--- config.mk ---
export PLATFORM = sky130hd
export DESIGN_NAME = hazard_control_unit
export DESIGN_NICKNAME = d
export VERILOG_FILES = /design/src/rtl/hazard_pkg.sv /design/src/rtl/hazard_sat_counter.sv /design/src/rtl/hazard_control_unit.sv
export SDC_FILE = /design/constraint.sdc
export NUM_CORES = 1
export LEC_CHECK = 0
export ABC_CLOCK_PERIOD_IN_PS = 1800
export CAP_MARGIN = 0
export CORE_MARGIN = 1
export CORE_UTILIZATION = 31
export CTS_BUF_LIST = sky130_fd_sc_hd__clkbuf_4 sky130_fd_sc_hd__clkbuf_8 sky130_fd_sc_hd__clkbuf_16
export DETAILED_ROUTE_END_ITERATION = 6
export GPL_TIMING_DRIVEN = 0
export PLACE_DENSITY = 0.79
export REMOVE_ABC_BUFFERS = 1
export SLEW_MARGIN = 10
export SYNTH_ARGS = -nofsm -noshare
export SYNTH_HDL_FRONTEND = slang
export SYNTH_SLANG_ARGS = --single-unit
export TNS_END_PERCENT = 20
--- constraint.sdc ---
create_clock -name clk -period 1.8 [get_ports clk]
set_input_delay 0.36 -clock clk [delete_from_list [all_inputs] [get_ports clk]]
set_output_delay 0.36 -clock clk [all_outputs]
set_load 0.1 [all_outputs]
--- src/rtl/hazard_pkg.sv ---
// Shared definitions for the pipeline hazard controller: FSM state encoding,
// default geometry, and the canned front-end control words.
package hazard_pkg;

   localparam int HAZ_DEF_REG_AW = 3;
   localparam int HAZ_DEF_MC_LAT = 4;

   typedef enum logic {
      RUN     = 1'b0,
      MC_BUSY = 1'b1
   } hazard_state_e;

   // One bundle of every stage-register control the unit drives.
   typedef struct packed {
      logic pcWrite;
      logic ifidWrite;
      logic ifidFlush;
      logic idexWrite;
      logic idexFlush;
      logic exmemBubble;
      logic mcBusy;
   } hazard_ctrl_t;

   // Free-running pipeline: everything advances, nothing is squashed.
   localparam hazard_ctrl_t CTRL_RUN_DEFAULT  = '{1'b1, 1'b1, 1'b0, 1'b1, 1'b0, 1'b0, 1'b0};
   // Taken branch: squash the two wrong-path instructions behind it.
   localparam hazard_ctrl_t CTRL_BRANCH_FLUSH = '{1'b1, 1'b1, 1'b1, 1'b1, 1'b1, 1'b0, 1'b0};
   // Load-use: freeze PC and IF/ID, send a NOP bubble into ID/EX.
   localparam hazard_ctrl_t CTRL_LOAD_USE     = '{1'b0, 1'b0, 1'b0, 1'b1, 1'b1, 1'b0, 1'b0};
   // Multi-cycle op: hold the whole front end, feed NOPs behind EX.
   localparam hazard_ctrl_t CTRL_MC_HOLD      = '{1'b0, 1'b0, 1'b0, 1'b0, 1'b0, 1'b1, 1'b1};

endpackage

--- src/rtl/hazard_sat_counter.sv ---
// Saturating up-counter used for the hazard performance counters.
// Sticks at all-ones instead of wrapping.
module hazard_sat_counter #(
   parameter int CNT_W = 16
) (
   input  logic             clk,
   input  logic             rst,
   input  logic             inc_i,
   output logic [CNT_W-1:0] count_o
);

   logic [CNT_W-1:0] count_q;
   logic [CNT_W-1:0] count_d;

   // Next value: step only when asked and not already pinned at the top.
   always_comb begin
      count_d = count_q;
      if (inc_i && (count_q != '1)) begin
         count_d = count_q + {{(CNT_W-1){1'b0}}, 1'b1};
      end
   end

   // Counter register, cleared asynchronously.
   always_ff @(posedge clk or posedge rst) begin
      if (rst) begin
         count_q <= '0;
      end else begin
         count_q <= count_d;
      end
   end

   assign count_o = count_q;

endmodule

--- src/rtl/hazard_control_unit.sv ---
// Pipeline hazard controller: load-use stalls, taken-branch flushes and
// fixed-latency multi-cycle EX holds. All outputs are Mealy.
// Optional feature macro: HAZARD_PERF_EN enables the stall/flush
// performance counters; without it both counter ports read 0.
module hazard_control_unit
   import hazard_pkg::*;
#(
   parameter int REG_AW = HAZ_DEF_REG_AW,
   parameter int MC_LAT = HAZ_DEF_MC_LAT,
   parameter int CNT_W  = 16
) (
   input  logic              clk,
   input  logic              rst,
   input  logic [REG_AW-1:0] ID_rs,
   input  logic [REG_AW-1:0] ID_rt,
   input  logic              ID_uses_rs,
   input  logic              ID_uses_rt,
   input  logic [REG_AW-1:0] EX_rd,
   input  logic              EX_memread,
   input  logic              EX_regwrite,
   input  logic              EX_mc_start,
   input  logic              EX_branch_taken,
   output logic              pc_write,
   output logic              ifid_write,
   output logic              ifid_flush,
   output logic              idex_write,
   output logic              idex_flush,
   output logic              exmem_bubble,
   output logic              mc_busy,
   output logic [CNT_W-1:0]  perf_stall_cnt,
   output logic [CNT_W-1:0]  perf_flush_cnt
);

   // mc_cnt holds the number of MC_BUSY cycles still to run, including the
   // current one. The start cycle itself stalls in RUN, so MC_BUSY is only
   // entered when MC_LAT-2 extra stall cycles remain (MC_LAT > 2).
   localparam logic [3:0] MC_LOAD = (MC_LAT > 2) ? 4'(MC_LAT - 2) : 4'd0;

   hazard_state_e state_q, state_d;
   logic [3:0]    mcCnt_q, mcCnt_d;
   hazard_ctrl_t  ctrl;
   logic          loadUse;

   assign loadUse = EX_memread && EX_regwrite &&
                    ((ID_uses_rs && (ID_rs == EX_rd)) ||
                     (ID_uses_rt && (ID_rt == EX_rd)));

   // Next-state and control-word selection, branch > multi-cycle > load-use.
   always_comb begin
      ctrl    = CTRL_RUN_DEFAULT;
      state_d = state_q;
      mcCnt_d = mcCnt_q;
      case (state_q)
         RUN: begin
            if (EX_branch_taken) begin
               ctrl = CTRL_BRANCH_FLUSH;
            end else if (EX_mc_start && (MC_LAT > 1)) begin
               ctrl = CTRL_MC_HOLD;
               if (MC_LAT > 2) begin
                  state_d = MC_BUSY;
                  mcCnt_d = MC_LOAD;
               end
            end else if (loadUse) begin
               ctrl = CTRL_LOAD_USE;
            end
         end
         MC_BUSY: begin
            ctrl    = CTRL_MC_HOLD;
            mcCnt_d = mcCnt_q - 4'd1;
            if (mcCnt_q <= 4'd1) begin
               state_d = RUN;
               mcCnt_d = 4'd0;
            end
         end
         default: begin
            state_d = RUN;
            mcCnt_d = 4'd0;
         end
      endcase
   end

   // State register and busy counter; reset aborts any hold at once.
   always_ff @(posedge clk or posedge rst) begin
      if (rst) begin
         state_q <= RUN;
         mcCnt_q <= 4'd0;
      end else begin
         state_q <= state_d;
         mcCnt_q <= mcCnt_d;
      end
   end

   assign pc_write     = ctrl.pcWrite;
   assign ifid_write   = ctrl.ifidWrite;
   assign ifid_flush   = ctrl.ifidFlush;
   assign idex_write   = ctrl.idexWrite;
   assign idex_flush   = ctrl.idexFlush;
   assign exmem_bubble = ctrl.exmemBubble;
   assign mc_busy      = ctrl.mcBusy;

`ifdef HAZARD_PERF_EN
   hazard_sat_counter #(.CNT_W(CNT_W)) u_stall_cnt (
      .clk     (clk),
      .rst     (rst),
      .inc_i   (~ctrl.pcWrite),
      .count_o (perf_stall_cnt)
   );

   hazard_sat_counter #(.CNT_W(CNT_W)) u_flush_cnt (
      .clk     (clk),
      .rst     (rst),
      .inc_i   (ctrl.ifidFlush),
      .count_o (perf_flush_cnt)
   );
`else
   assign perf_stall_cnt = '0;
   assign perf_flush_cnt = '0;
`endif

endmodule

==> flow_metrics.tcl <==
set metrics [dict create \
    hpwl_um 901 \
    numPortBuffers 23 \
    drv_slew 0 \
    viasPerCell 3.87 \
    hold_viol_final 0 \
    endpoint_kind "output pin" \
    cts.sinks 5 \
    wl_um 1040 \
    vias 491 \
    drt-pass1-iter-count 4 \
    syn_to_final_growth_pct 25.4 \
    yosysUniqueCellTypes 22 \
    crit_required_ps 1440 \
    seqPwrFrac_pct 14.8 \
    gr-total-overflow 0 \
    worst-r2r-cell-count 6 \
    report.final.setup_viol 0 \
    die_h_um 47.5 \
    layoutNonFillerInstCount 127 \
    path_clk_slew_ps 40 \
    antenna_found_initial 0 \
    ir_drop_mv 1.21 \
    switching_share_pct 66.7 \
    ys_ff_latch 5 \
    grt_pass1_vias 420 \
    clockBufferDepth 2 \
    worstSkewPairLatency_ps 240 \
    io_pins 56 \
    die_x_um 47.5 \
    hold_class "input pin to asynchronous set/reset pin" \
    drv_cap 0 \
    synth_enable_flop_cells 0 \
    final_util_pct 40.9 \
    syn_area_um2 641 \
    fin_crit_ps 1740 \
    fin_skew_ps 1.77 \
    root_buffer "clkbuf_4" \
    yosysWarnings 0 \
    grt_max_degree 8 \
    synth_seq_area_share_pct 19.5 \
    drt_iter0_markers 1 \
    core_um2 1960 \
    final_nets 120 \
    cts_hold_buf 0 \
    cts_tree "done" \
    post-place-ws_ps -1140 \
    die_area_um2 2250 \
    crit_fanout 2 \
    outcome "finished clean" \
    p_comb_share_pct 75.8 \
    grt_pass1_wl_um 1640 \
    internal_power_mw 0.494 \
    initial_core_util_pct 32.7 \
    drc 0 \
    row_count 16 \
    wire_per_inst_um 8.21 \
    synthTopCellsByArea "buf_4, dfrtp_1, xnor2_1, ha_1, o31ai_4" \
    numCtsBuffers 3 \
    drive_gt1_share_pct 18.0 \
    synth_largest_area_cell "buf_4" \
    synthCells 76 \
    powerDensity_nw_per_um2 1850 \
    clkPwrFrac_pct 9.4 \
    critPathArrivalTime_ps 1380 \
    path_class "input pin to output pin" \
    layout_setup_ws_ps 63.5 \
    dp.cells 123 \
    yosys_most_used_dff "dfrtp_1" \
    power_leakage_nw 0.432 \
    period_share_pct 96.5 \
    antenna_cells 0 \
    fmaxAchievable_mhz 576 \
    startpoint_type "input pin" \
    synth_top_area_share_pct 39.8 \
    ys_async_sr_fraction_pct 100 \
    drtAntennaViolNets 0 \
    avgSynthCellArea_um2 8.43 \
    htreeDepth 1 \
    switching_power_mw 0.991 \
    place_congestion 0.644 \
    track_usage_pct 11.0 \
]
## registers in the layout, summed over array words and instances, names as in the netlist
signal and cells:
mcCnt_q 4, state_q 1
## layout make-up
| cell class | instances | area (µm²) |
|---|---|---|
| Timing Repair Buffer | 23 | 219 |
| Sequential cell | 5 | 126 |
| Clock buffer | 4 | 30.0 |
| Tap cell | 27 | 33.8 |
| Fill cell | 208 | 1160 |
| Inverter | 5 | 18.8 |
| Multi-Input combinational cell | 63 | 375 |
## cells by family after synthesis
| group | after synthesis | synth area share (%) |
|---|---|---|
| xor gates and xnor gates | 6 | 8.20 |
| AOI/OAI and AO/OA | 10 | 13.1 |
| DFF | 5 | 19.5 |
| adders and majority gates | 2 | 3.91 |
| buffers and inverters | 39 | 42.8 |
| and+or+nand+nor | 13 | 11.9 |
| other | 1 | 0.585 |
## what timing repair did
| item | in CTS | in global routing |
|---|---|---|
| setup endpoints to repair | 7 | 3 |
| buffers inserted | 0 | 0 |
| pin swaps | 10 | 5 |
| gates resized for setup | 58 | 5 |
## power groups by stage
stage / Clock (mW) / Combinational, mW / Sequential (mW)
4_1_cts: 0.147 / 1.13 / 0.217
5_1_grt: 0.149 / 1.18 / 0.226
3_5_place_dp: 0 / 1.13 / 0.219
6_report: 0.140 / 1.13 / 0.220
2_1_floorplan: 0 / 0.939 / 0.204
3_3_place_gp: 0 / 1.11 / 0.215
## path summary, 6_finish.rpt
path / startpoint / end / slack, ps
worst max-delay path: EX_rd[1] / pc_write / 60
worst min-delay path: rst / mcCnt_q[1] / 330
worst max register to register: mcCnt_q[0] / mcCnt_q[3] / 340
worst min register to register: state_q / state_q / 540
max in group asynchronous: rst / state_q / 1290
min in group clk: state_q / state_q / 540
## cell usage in the layout (no fill, tap or decap), types with 2 or more instances in the layout
| master | n |
|---|---|
| o2bb2ai_1 | 2 |
| clkdlybuf4s50_1 | 3 |
| clkbuf_4 | 4 |
| ha_1 | 2 |
| buf_2 | 3 |
| inv_1 | 4 |
| nand4_1 | 2 |
| o21ai_1 | 3 |
| clkdlybuf4s15_1 | 2 |
| dlygate4sd2_1 | 9 |
| xnor2_1 | 6 |
| nand2b_4 | 2 |
| dlymetal6s2s_1 | 2 |
| dfrtp_1 | 4 |
| nor2_1 | 3 |
| conb_1 | 32 |
| buf_6 | 2 |
## cell usage after synthesis (2+ instances only)
master,instances
xnor2_1,6
nand2_1,2
o2bb2ai_1,2
dfrtp_1,5
buf_4,34
nand2b_1,2
inv_1,4
ha_1,2
nor2_1,3
o21ai_1,3
nand4_1,2
## critical path: stages
cell and delay [ps]:
dlygate4sd2_1 260, xnor2_1 120, nand4_1 100, nand2_2 70, a41oi_2 190, buf_6 260
## layer usage
metal | vias to the layer above | share of wire (%) | track usage (%)
met5 | - | 0 | 0
met4 | 0 | 0 | 8.57
met3 | 0 | 10 | 3.40
met2 | 36 | 55 | 19.5
met1 | 225 | 35 | 10.6
li1 | 230 | - | -
## metrics by stage
step	instance area (µm²)	power (mW)	hold WS [ps]	setup TNS (ps)
floorplan	502	1.14	139	-6640
global placement	766	1.32	534	-6570
detailed placement	766	1.35	551	-6670
CTS	795	1.49	326	0
global route	803	1.55	359	-20.6
finish	803	1.49	328	0
Power figures use the tool's default switching activity.
